## config.mk

```make
export PLATFORM = sky130hd
export DESIGN_NAME = bus_arbiter_flat
export DESIGN_NICKNAME = d
export VERILOG_FILES = /design/src/rtl/bus_arbiter_if.sv /design/src/rtl/bus_arbiter.sv /design/src/flat_wrapper.sv
export SDC_FILE = /design/constraint.sdc
export NUM_CORES = 1
export LEC_CHECK = 0
export CORE_ASPECT_RATIO = 0.9
export CORE_MARGIN = 2
export CORE_UTILIZATION = 38
export DETAILED_ROUTE_END_ITERATION = 16
export PLACE_DENSITY_LB_ADDON = 0.08
export SLEW_MARGIN = 25
export SYNTH_ARGS = -nofsm -noshare
export SYNTH_HDL_FRONTEND = slang
export SYNTH_SLANG_ARGS = --single-unit
```

## constraint.sdc

```tcl
create_clock -name clk -period 1.9 [get_ports clk]
set_clock_uncertainty 0.2 [all_clocks]
set_input_delay 0.57 -clock clk [delete_from_list [all_inputs] [get_ports clk]]
set_output_delay 0.57 -clock clk [all_outputs]
set_load 0.1 [all_outputs]
```

## src/rtl/bus_arbiter_if.sv

```systemverilog
// Datapath bus arbitration signals: driver requests/locks in, one-hot grant and cc-load out.
interface bus_arbiter_if #(
    parameter int NREQ = 4
);
    localparam int IW = (NREQ > 1) ? $clog2(NREQ) : 1;

    logic [NREQ-1:0] req;
    logic [NREQ-1:0] lock;
    logic [NREQ-1:0] cc_upd;
    logic            err_clr;
    logic [NREQ-1:0] gnt;
    logic [IW-1:0]   gnt_idx;
    logic            bus_en;
    logic            ld_cc;
    logic            lock_err;

    modport master (
        output req, lock, cc_upd, err_clr,
        input  gnt, gnt_idx, bus_en, ld_cc, lock_err
    );

    modport slave (
        input  req, lock, cc_upd, err_clr,
        output gnt, gnt_idx, bus_en, ld_cc, lock_err
    );
endinterface

```

## src/rtl/bus_arbiter.sv

```systemverilog
// Single-owner datapath bus arbiter (round-robin or fixed priority) with bounded lock and watchdog.
// Grant one cycle after request; lock holds the owner up to MAX_LOCK cycles; ld_cc is one AND past the registers.
module bus_arbiter #(
    parameter int NREQ     = 4,
    parameter int MAX_LOCK = 15,
    parameter bit RR       = 1'b1
) (
    input  logic           clk,
    input  logic           rst_n,
    bus_arbiter_if.slave   bus
);
    localparam int IW = (NREQ > 1) ? $clog2(NREQ) : 1;

    typedef enum logic [1:0] {
        S_IDLE,
        S_GRANT,
        S_LOCKED
    } state_t;

    state_t          r_state;
    logic [NREQ-1:0] r_gnt;
    logic [IW-1:0]   r_gnt_idx;
    logic [IW-1:0]   r_ptr;
    logic            r_bus_en;
    logic            r_lock_err;
    logic [7:0]      r_hold_cnt;

    logic            w_owner_lock;
    logic            w_hold;
    logic            w_wdog;
    logic            w_found;
    logic [IW-1:0]   w_win;
    logic [IW-1:0]   w_idx;

    // Only the current owner's lock bit matters; everyone else's is ignored.
    assign w_owner_lock = (r_state != S_IDLE) && bus.lock[r_gnt_idx];
    assign w_hold       = w_owner_lock && (r_hold_cnt < 8'(MAX_LOCK));
    assign w_wdog       = w_owner_lock && !w_hold;

    always_comb begin
        w_found = 1'b0;
        w_win   = '0;
        w_idx   = '0;
        for (int k = 0; k < NREQ; k++) begin
            if (RR) w_idx = IW'((int'(r_ptr) + k) % NREQ);
            else    w_idx = IW'(k);
            if (!w_found && bus.req[w_idx]) begin
                w_found = 1'b1;
                w_win   = w_idx;
            end
        end
    end

    always_ff @(posedge clk or negedge rst_n) begin
        if (!rst_n) begin
            r_state    <= S_IDLE;
            r_gnt      <= '0;
            r_gnt_idx  <= '0;
            r_ptr      <= '0;
            r_bus_en   <= 1'b0;
            r_lock_err <= 1'b0;
            r_hold_cnt <= 8'd0;
        end else begin
            if (w_wdog)            r_lock_err <= 1'b1;
            else if (bus.err_clr)  r_lock_err <= 1'b0;

            if (w_hold) begin
                r_state    <= S_LOCKED;
                r_hold_cnt <= r_hold_cnt + 8'd1;
            end else if (w_found) begin
                r_state    <= S_GRANT;
                r_gnt      <= NREQ'(1) << w_win;
                r_gnt_idx  <= w_win;
                r_bus_en   <= 1'b1;
                r_hold_cnt <= 8'd1;
                if (RR) r_ptr <= (w_win == IW'(NREQ - 1)) ? '0 : w_win + IW'(1);
            end else begin
                r_state    <= S_IDLE;
                r_gnt      <= '0;
                r_gnt_idx  <= '0;
                r_bus_en   <= 1'b0;
                r_hold_cnt <= 8'd0;
            end
        end
    end

    assign bus.gnt      = r_gnt;
    assign bus.gnt_idx  = r_gnt_idx;
    assign bus.bus_en   = r_bus_en;
    assign bus.lock_err = r_lock_err;
    // Same-cycle cc_upd so the NZP register captures the bus at the end of this cycle.
    assign bus.ld_cc    = r_bus_en & bus.cc_upd[r_gnt_idx];
endmodule

```

## src/flat_wrapper.sv

```systemverilog
// flat-port wrapper written by rule: the top's interface ports become plain ports
module bus_arbiter_flat 
#(
    parameter int NREQ     = 4,
    parameter int MAX_LOCK = 15,
    parameter bit RR       = 1'b1
)
  (clk, rst_n, bus_req, bus_lock, bus_cc_upd, bus_err_clr, bus_gnt, bus_gnt_idx, bus_bus_en, bus_ld_cc, bus_lock_err);
  bus_arbiter_if #(.NREQ(NREQ)) bus_i ();
  input  logic clk;
  input  logic rst_n;
  input wire logic [$bits(bus_i.req)-1:0] bus_req;
  input wire logic [$bits(bus_i.lock)-1:0] bus_lock;
  input wire logic [$bits(bus_i.cc_upd)-1:0] bus_cc_upd;
  input wire logic [$bits(bus_i.err_clr)-1:0] bus_err_clr;
  output wire logic [$bits(bus_i.gnt)-1:0] bus_gnt;
  output wire logic [$bits(bus_i.gnt_idx)-1:0] bus_gnt_idx;
  output wire logic [$bits(bus_i.bus_en)-1:0] bus_bus_en;
  output wire logic [$bits(bus_i.ld_cc)-1:0] bus_ld_cc;
  output wire logic [$bits(bus_i.lock_err)-1:0] bus_lock_err;
  assign bus_i.req = bus_req;
  assign bus_i.lock = bus_lock;
  assign bus_i.cc_upd = bus_cc_upd;
  assign bus_i.err_clr = bus_err_clr;
  assign bus_gnt = bus_i.gnt;
  assign bus_gnt_idx = bus_i.gnt_idx;
  assign bus_bus_en = bus_i.bus_en;
  assign bus_ld_cc = bus_i.ld_cc;
  assign bus_lock_err = bus_i.lock_err;
  bus_arbiter #(.NREQ(NREQ), .MAX_LOCK(MAX_LOCK), .RR(RR)) u_core (.clk(clk), .rst_n(rst_n), .bus(bus_i));
endmodule
```

* Word level (Yosys, flattened, before mapping)
Index checks and enable logic that the tools add are counted.
Operators by class: equal/unequal tests 1, add/subtract/negate cells 5, multiplexer cells 30, shift operators 1, reduce and logical (&&, ||, !) cells 13, bitwise logic cells 2, order comparisons 6
Operators by type and width (count):
- 2-bit by 3-bit less-than comparator with 1-bit output (second input constant) | 5
- 1-bit 2-to-1 mux | 15
- 2-bit 2-to-1 mux | 7
- 1-bit binary-select mux with 2-bit select | 6
- 8-bit by 1-bit adder with 8-bit output (second input constant) | 1
- 8-bit by 4-bit less-than comparator with 1-bit output (second input constant) | 1
- 8-bit 2-to-1 mux | 1
- 1-bit logical AND | 6
- 2-bit by 1-bit adder with 2-bit output (second input constant) | 2
- 2-bit adder (second input constant) | 2
- 1-bit zero test | 4
- 4-bit 2-to-1 mux | 1
- 2-bit nonzero test | 2
- 1-bit by 2-bit << shifter with 4-bit output (first input constant) | 1
- 2-bit == test (second input constant) | 1
- 2-bit AND reduction | 1
- 1-bit AND | 1
- 1-bit NOT | 1
Storage, ports and cells: word-level logic and storage cells 65, input port bits 15, register bits 20, output and inout bits 9

* Depth between registers and ports, before layout
Gate-level depths: netlist of the first run.
word-level depth 14, mapped depth 7, mapped depth without buffers 7

* Least setup slack after synthesis of the first run
No wires, ideal clock.
path type register -> output, start point register u_core.r_gnt_idx[1], in the netlist u_core.bus.gnt_idx[1], end point output port bus_ld_cc, required time 1130 ps, arrival time 2076 ps, stages on the path, launching flop included 3, buffers on the path 0, slack -946 ps, cell sequence dfrtp_1 mux4_2 and2_1
Between the ends: cells in the longest elaborated chain, start to end 3
Ends and longest elaborated chain:
- start: declaration | RTL line bus_arbiter.sv:22 | logic [IW-1:0] r_gnt_idx;
- start signal: assignment | RTL line bus_arbiter.sv:73 | r_gnt_idx <= w_win;
- 1-bit binary-select mux with 2-bit select | RTL line bus_arbiter.sv:92 | assign bus.ld_cc = r_bus_en & bus.cc_upd[r_gnt_idx];
- 1-bit 2-to-1 mux (implied by the code) | RTL line bus_arbiter.sv:92
- 1-bit AND | RTL line bus_arbiter.sv:92
- end: declaration | RTL line flat_wrapper.sv:19 | output wire logic [$bits(bus_i.ld_cc)-1:0] bus_ld_cc;
No other way between the ends. The select of a mux whose other input is x is not followed.

* Final worst setup path of the first run
start point register u_core.r_gnt_idx[0], in the netlist u_core.bus.gnt_idx[0], end point output port bus_ld_cc
The elaborated chain is that of the path after synthesis.

==> results of run 1 <==
flip-flops by register name, indices dropped and copies added (netlist names):
register             count
u_core.bus.bus_en        1
u_core.bus.gnt           4
u_core.bus.gnt_idx       2
u_core.bus.lock_err      1
u_core.r_hold_cnt        8
u_core.r_ptr             2
u_core.r_state           2
power by group:
part	switching, W	internal (W)
combinational	0.000755	0.000563
clock	0.000130	0.000117
sequential	0.000112	0.000528
total	0.000996	0.00121
worst max-delay path by stage:
stage | start | endpoint | slack (ns) | depth (start not counted)
after floorplan | u_core.bus.gnt_idx[0] | bus_ld_cc | -0.28 | 2
after global placement | bus_cc_upd[3] | bus_ld_cc | -0.63 | 4
after detailed placement | bus_cc_upd[1] | bus_ld_cc | -0.65 | 4
after CTS | u_core.bus.gnt_idx[0] | bus_ld_cc | -0.43 | 3
after global routing | u_core.bus.gnt_idx[0] | bus_ld_cc | -0.46 | 3
final | u_core.bus.gnt_idx[0] | bus_ld_cc | -0.42 | 3
layout make-up:
class,instances,area share [%]
flip-flops and latches,20,34.2
multi-input cells,57,30.8
clock buffers,4,2.43
inverters,9,2.26
repair buffers,36,27.9
well taps,28,2.35
synth_stat cells:
library cell | n | area share, %
a21boi_0 | 1 | 0.77
a21oi_1 | 2 | 1.0
a2bb2oi_1 | 1 | 0.90
a311oi_1 | 1 | 0.90
and2_1 | 1 | 0.64
and3_1 | 2 | 1.3
buf_6 | 1 | 1.2
conb_1 | 1 | 0.39
dfrtp_1 | 20 | 52
ha_1 | 5 | 6.4
inv_1 | 9 | 3.5
mux2_1 | 2 | 2.3
mux2_2 | 1 | 1.2
mux2_4 | 1 | 1.5
mux2i_1 | 7 | 7.2
mux4_2 | 1 | 2.3
nand2_1 | 7 | 2.7
nand2_2 | 1 | 0.64
nand2b_1 | 2 | 1.3
nand3_1 | 1 | 0.51
nor2_1 | 6 | 2.3
nor2_4 | 1 | 1.2
nor4_1 | 1 | 0.64
o21ai_0 | 3 | 1.5
o21bai_1 | 1 | 0.77
o22ai_2 | 1 | 1.3
o32a_1 | 1 | 1.0
or4_4 | 1 | 1.2
xnor2_1 | 1 | 0.90
xor2_1 | 1 | 0.90
repair_timing:
| item | 4_1_cts | 5_1_grt |
|---|---|---|
| pin swaps | 2 | 1 |
| gates resized for setup | 12 | 10 |
| endpoints found under the setup margin | 8 | 6 |
| buffers inserted | 0 | 2 |
routing by layer:
| metal | track usage, % | part of all wire, % |
|---|---|---|
| met5 | 0 | 0 |
| met2 | 27.4 | 50 |
| met4 | 8.14 | 2.7 |
| met3 | 3.98 | 4.9 |
| met1 | 16.7 | 43 |
kinds of logic (layout without fill, tap and decap cells):
group	after synthesis	in the layout	share of synthesized area, %
AND/OR/NAND/NOR	23	23	12.4
flip-flops	20	20	51.5
multiplexers	12	12	14.6
AO/OA/AOI/OAI	11	11	8.25
buffers and inverters	10	49	4.64
adder cells (fa/ha/maj)	5	5	6.44
XOR/XNOR	2	2	1.80
other	1	4	0.386
through the flow:
step,worst slack [ns],cell area [um2]
2_1_floorplan,-0.284,1000
3_3_place_gp,-0.632,1430
3_5_place_dp,-0.646,1430
4_1_cts,-0.433,1460
5_1_grt,-0.457,1490
6_report,-0.420,1490
==> impl_metrics.tcl, run 1 <==
set metrics [dict create \
    multi_input_area_um2 460 \
    ir_drop_mv 1.15 \
    min_period_over_period_pct 122 \
    synth-seq-cells 20 \
    whs_ns 0.336 \
    layout_common_cells "dfrtp_1 (16), buf_4 (11), buf_12 (9), inv_1 (8)" \
    grt_usage_pct 15.3 \
    worstPathRequired_ns 1.13 \
    regToRegEndpoint "u_core.r_ptr[1]" \
    clk_pin_slew_ns 0.11 \
    instances_no_fill 154 \
    ctsHoldBuffers 0 \
    finalCriticalPeriod_ns 2.32 \
    tritoncts "yes" \
    end_kind "output pin" \
    power.leakage_nw 0.733 \
    finalSetupTns_ns -0.420 \
    crit_path_top_delay_cell "mux4_2" \
    first_pass_iters 4 \
    start_kind "flop" \
    min-delay-start "u_core.r_hold_cnt[0]" \
    rsz0062_at_grt "yes" \
    antenna_cells 0 \
    grt_pass1_vias 782 \
    via_per_inst 4.81 \
    ff_latch_area_um2 510 \
    h-tree-depth 1 \
    cap_violations 0 \
    hold_violations 0 \
    cellPowerDensity_nw_per_um2 1480 \
    layout_commonest_cell "dfrtp_1" \
    path_buf_inv 1 \
    yosysUniqueCellTypes 30 \
    crit_arrival_ns 1.55 \
    port_buffers 23 \
    drc 0 \
    reg2reg_depth 5 \
    yosysSeqAreaShare_pct 51.5 \
    rrSetupSlack_ns 0.03 \
    critical-path-max-stage-delay_ns 0.50 \
    area_growth_pct 53.7 \
    regToRegStartpoint "u_core.r_ptr[1]" \
    final.fill_count 202 \
    clock.fmax_mhz 431 \
    synthCells 84 \
    path_class "flop to output pin" \
    setup_ws_ns -0.420 \
    postRouteAntennaNets 0 \
    setup_viol 1 \
    maxSlewViolCount 0 \
    vias 740 \
    drive_above_1_share_pct 34.9 \
    outcome "finished with violations" \
    overflow 0 \
    clockRootBuffer "clkbuf_4" \
    clockBufferDepth 2 \
    drtIter0Drc 6 \
    grt_antenna_before_repair 0 \
    insertion_delay_ns 0.30 \
    min_path_cells 1 \
    rows 17 \
    place.gp.congestion 0.740 \
    critical_path.cell_chain "mux4_2 -> and2_4 -> buf_12" \
    violations "negative setup slack" \
    utilization_pct 61.0 \
    path_max_fanout 2 \
    dieArea_um2 2980 \
    syn_area_per_cell_um2 11.6 \
    synth.cell_area_um2 971 \
    start_util_pct 39.7 \
    ios 24 \
    fin_nets 147 \
    wl_per_cell_um 13.0 \
    drt_wl_total_um 2000 \
    place_hpwl_um 1520 \
    min_path_type "flop to flop" \
    finalPower_w 0.00220 \
    numCtsBuffers 3 \
    core_area_um2 2450 \
    holdPathEnd "u_core.r_hold_cnt[0]" \
    die_h_um 52.0 \
    clock_sinks 20 \
    die_w_um 57.3 \
    cp_top_family "multiplexers" \
    yosysWarningCount 0 \
    dp_cells 148 \
    grt_max_degree 21 \
    grt_pass1_wl_um 3320 \
]
(Power assumes the default switching activity.)
==> run 2, diff against run 1 <==
--- a/config.mk
+++ b/config.mk
@@ -9,7 +9,8 @@
 export CORE_MARGIN = 2
 export CORE_UTILIZATION = 38
 export DETAILED_ROUTE_END_ITERATION = 16
-export PLACE_DENSITY_LB_ADDON = 0.08
+export HOLD_SLACK_MARGIN = 0.15
+export PLACE_DENSITY = 0.73
 export SLEW_MARGIN = 25
 export SYNTH_ARGS = -nofsm -noshare
 export SYNTH_HDL_FRONTEND = slang
==> run 2 against run 1 <==
The run still ends with negative setup slack left. Non-clock buffer count is the same. Total power decreased by 2.0%. Clock power decreased by 18%. Sequential power is 2% lower. Global-route usage decreased by 0.066 points. Utilization increased by 0.10 points. Combinational power about the same. Register-to-register slack is essentially flat. Sequential cell count did not move. Final area rose by 0.17%. Critical path depth up 1. Critical endpoint unchanged.
==> impl_metrics.tcl, run 2 (synthesized netlist as in run 1, its figures left out) <==
set metrics [dict create \
    drive_above_1_share_pct 35.7 \
    finalSetupTns_ns -0.437 \
    clock.fmax_mhz 428 \
    area_growth_pct 54.0 \
    clk_pin_slew_ns 0.09 \
    ios 24 \
    setup_viol 1 \
    clockRootBuffer "clkbuf_4" \
    min_period_over_period_pct 123 \
    p_int_w 0.00117 \
    finalCriticalPeriod_ns 2.34 \
    antenna_cells 0 \
    first_pass_iters 4 \
    grt_max_degree 21 \
    vias 734 \
    whs_ns 0.290 \
    numCtsBuffers 3 \
    grt_antenna_before_repair 0 \
    insertion_delay_ns 0.30 \
    p_comb_share_pct 61.7 \
    grt_usage_pct 15.3 \
    clock_sinks 20 \
    ctsHoldBuffers 0 \
    overflow 0 \
    fin_nets 147 \
    path_max_fanout 1 \
    rows 17 \
    clockBufferDepth 2 \
    finalPower_w 0.00216 \
    die_h_um 52.0 \
    end_kind "output pin" \
    layout_commonest_cell "dfrtp_1" \
    grt_pass1_vias 809 \
    cap_violations 0 \
    net-switching-power_w 0.000993 \
    power.leakage_nw 0.751 \
    maxSlewViolCount 0 \
    rsz0062_at_grt "yes" \
    crit_path_top_delay_cell "mux4_2" \
    largest_register_ffs 8 \
    dieArea_um2 2980 \
    place_hpwl_um 1580 \
    cp_top_family "multiplexers" \
    postRouteAntennaNets 0 \
    final.fill_count 195 \
    cellPowerDensity_nw_per_um2 1440 \
    critical-path-max-stage-delay_ns 0.45 \
    utilization_pct 61.1 \
    critical_path.cell_chain "dlygate4sd2_1 -> mux4_2 -> and2_4 -> buf_12" \
    start_util_pct 39.7 \
    outcome "finished with violations" \
    drc 0 \
    start_kind "input pin" \
    core_area_um2 2450 \
    path_buf_inv 2 \
    seqPwrFrac_pct 29.0 \
    grt_pass1_wl_um 3480 \
    h-tree-depth 1 \
    ir_drop_mv 1.17 \
    place.gp.congestion 0.825 \
    wl_per_cell_um 13.4 \
    hold_violations 0 \
    crit_arrival_ns 1.57 \
    switching_share_pct 46.0 \
    via_per_inst 4.77 \
    path_class "input pin to output pin" \
    min_path_type "flop to flop" \
    setup_ws_ns -0.437 \
    drt_wl_total_um 2070 \
    tritoncts "yes" \
    design_area_um2 1500 \
    worstPathRequired_ns 1.13 \
    regMostFlops "u_core.r_hold_cnt" \
    port_buffers 23 \
    placed_area_um2 1430 \
    drtIter0Drc 2 \
    clockPowerShare_pct 9.4 \
    violations "negative setup slack" \
    die_w_um 57.3 \
    layout_common_cells "dfrtp_1 (17), buf_4 (10), buf_12 (9), inv_1 (8)" \
]
## run 2: layer usage
layer / vias to the layer above / track usage, % / part of all wire, %
li1: 361 / - / -
met1: 356 / 17.0 / 41
met2: 17 / 28.0 / 54
met3: 0 / 3.48 / 5.0
met4: 0 / 6.59 / 0
met5: - / 0 / 0
## run 2: metrics by stage
step / instances / setup slack, ns
floorplan: 87 / -0.284
CTS: 153 / -0.441
finish: 154 / -0.437
global placement: 149 / -0.629
global route: 154 / -0.475
detailed placement: 149 / -0.663
## run 2: final cells by class
cell class / instances / area, um2 / area share (%)
clock buffer: 4 / 26.3 / 1.76
timing repair buffer: 36 / 420 / 28.1
tap: 28 / 35.0 / 2.34
inverter: 9 / 33.8 / 2.26
sequential: 20 / 509 / 34.1
multi-input combinational: 57 / 470 / 31.5
## run 2: repair_timing
action | CTS | global route
gates resized for setup | 13 | 16
setup endpoints to repair | 10 | 12
cloned | 0 | 0
pin swaps | 3 | 5
endpoints found under the hold margin | 0 | 0
setup buffers | 0 | 2
## run 2: power by group through the flow
stage               registers [W]  clock network [W]  logic [W]
detailed placement       0.000623                  0    0.00128
global route             0.000638           0.000234    0.00139
global placement         0.000617                  0    0.00126
CTS                      0.000617           0.000214    0.00129
finish                   0.000626           0.000202    0.00133
floorplan                 0.00104                  0   0.000345
## run 2: worst register-to-register path, cell delays in order, from the launching register on
cell and delay, ns:
dfrtp_1 0.45, a21boi_2 0.19, o32a_1 0.39, ha_1 0.30, mux2_4 0.25
## run 2: path summary, 6_finish.rpt
kind | endpoint | cells past startpoint | start | slack (ns)
worst max-delay path | bus_ld_cc | 4 | bus_cc_upd[1] | -0.44
worst min-delay path | u_core.r_hold_cnt[0] | 1 | u_core.r_hold_cnt[0] | 0.29
max in group asynchronous | u_core.bus.gnt_idx[0] | 2 | rst_n | 0.88
min in group asynchronous | u_core.r_state[0] | 2 | rst_n | 0.39
worst min register to register | u_core.r_hold_cnt[0] | 1 | u_core.r_hold_cnt[0] | 0.29
worst max register to register | u_core.r_ptr[1] | 4 | u_core.r_ptr[1] | 0.02
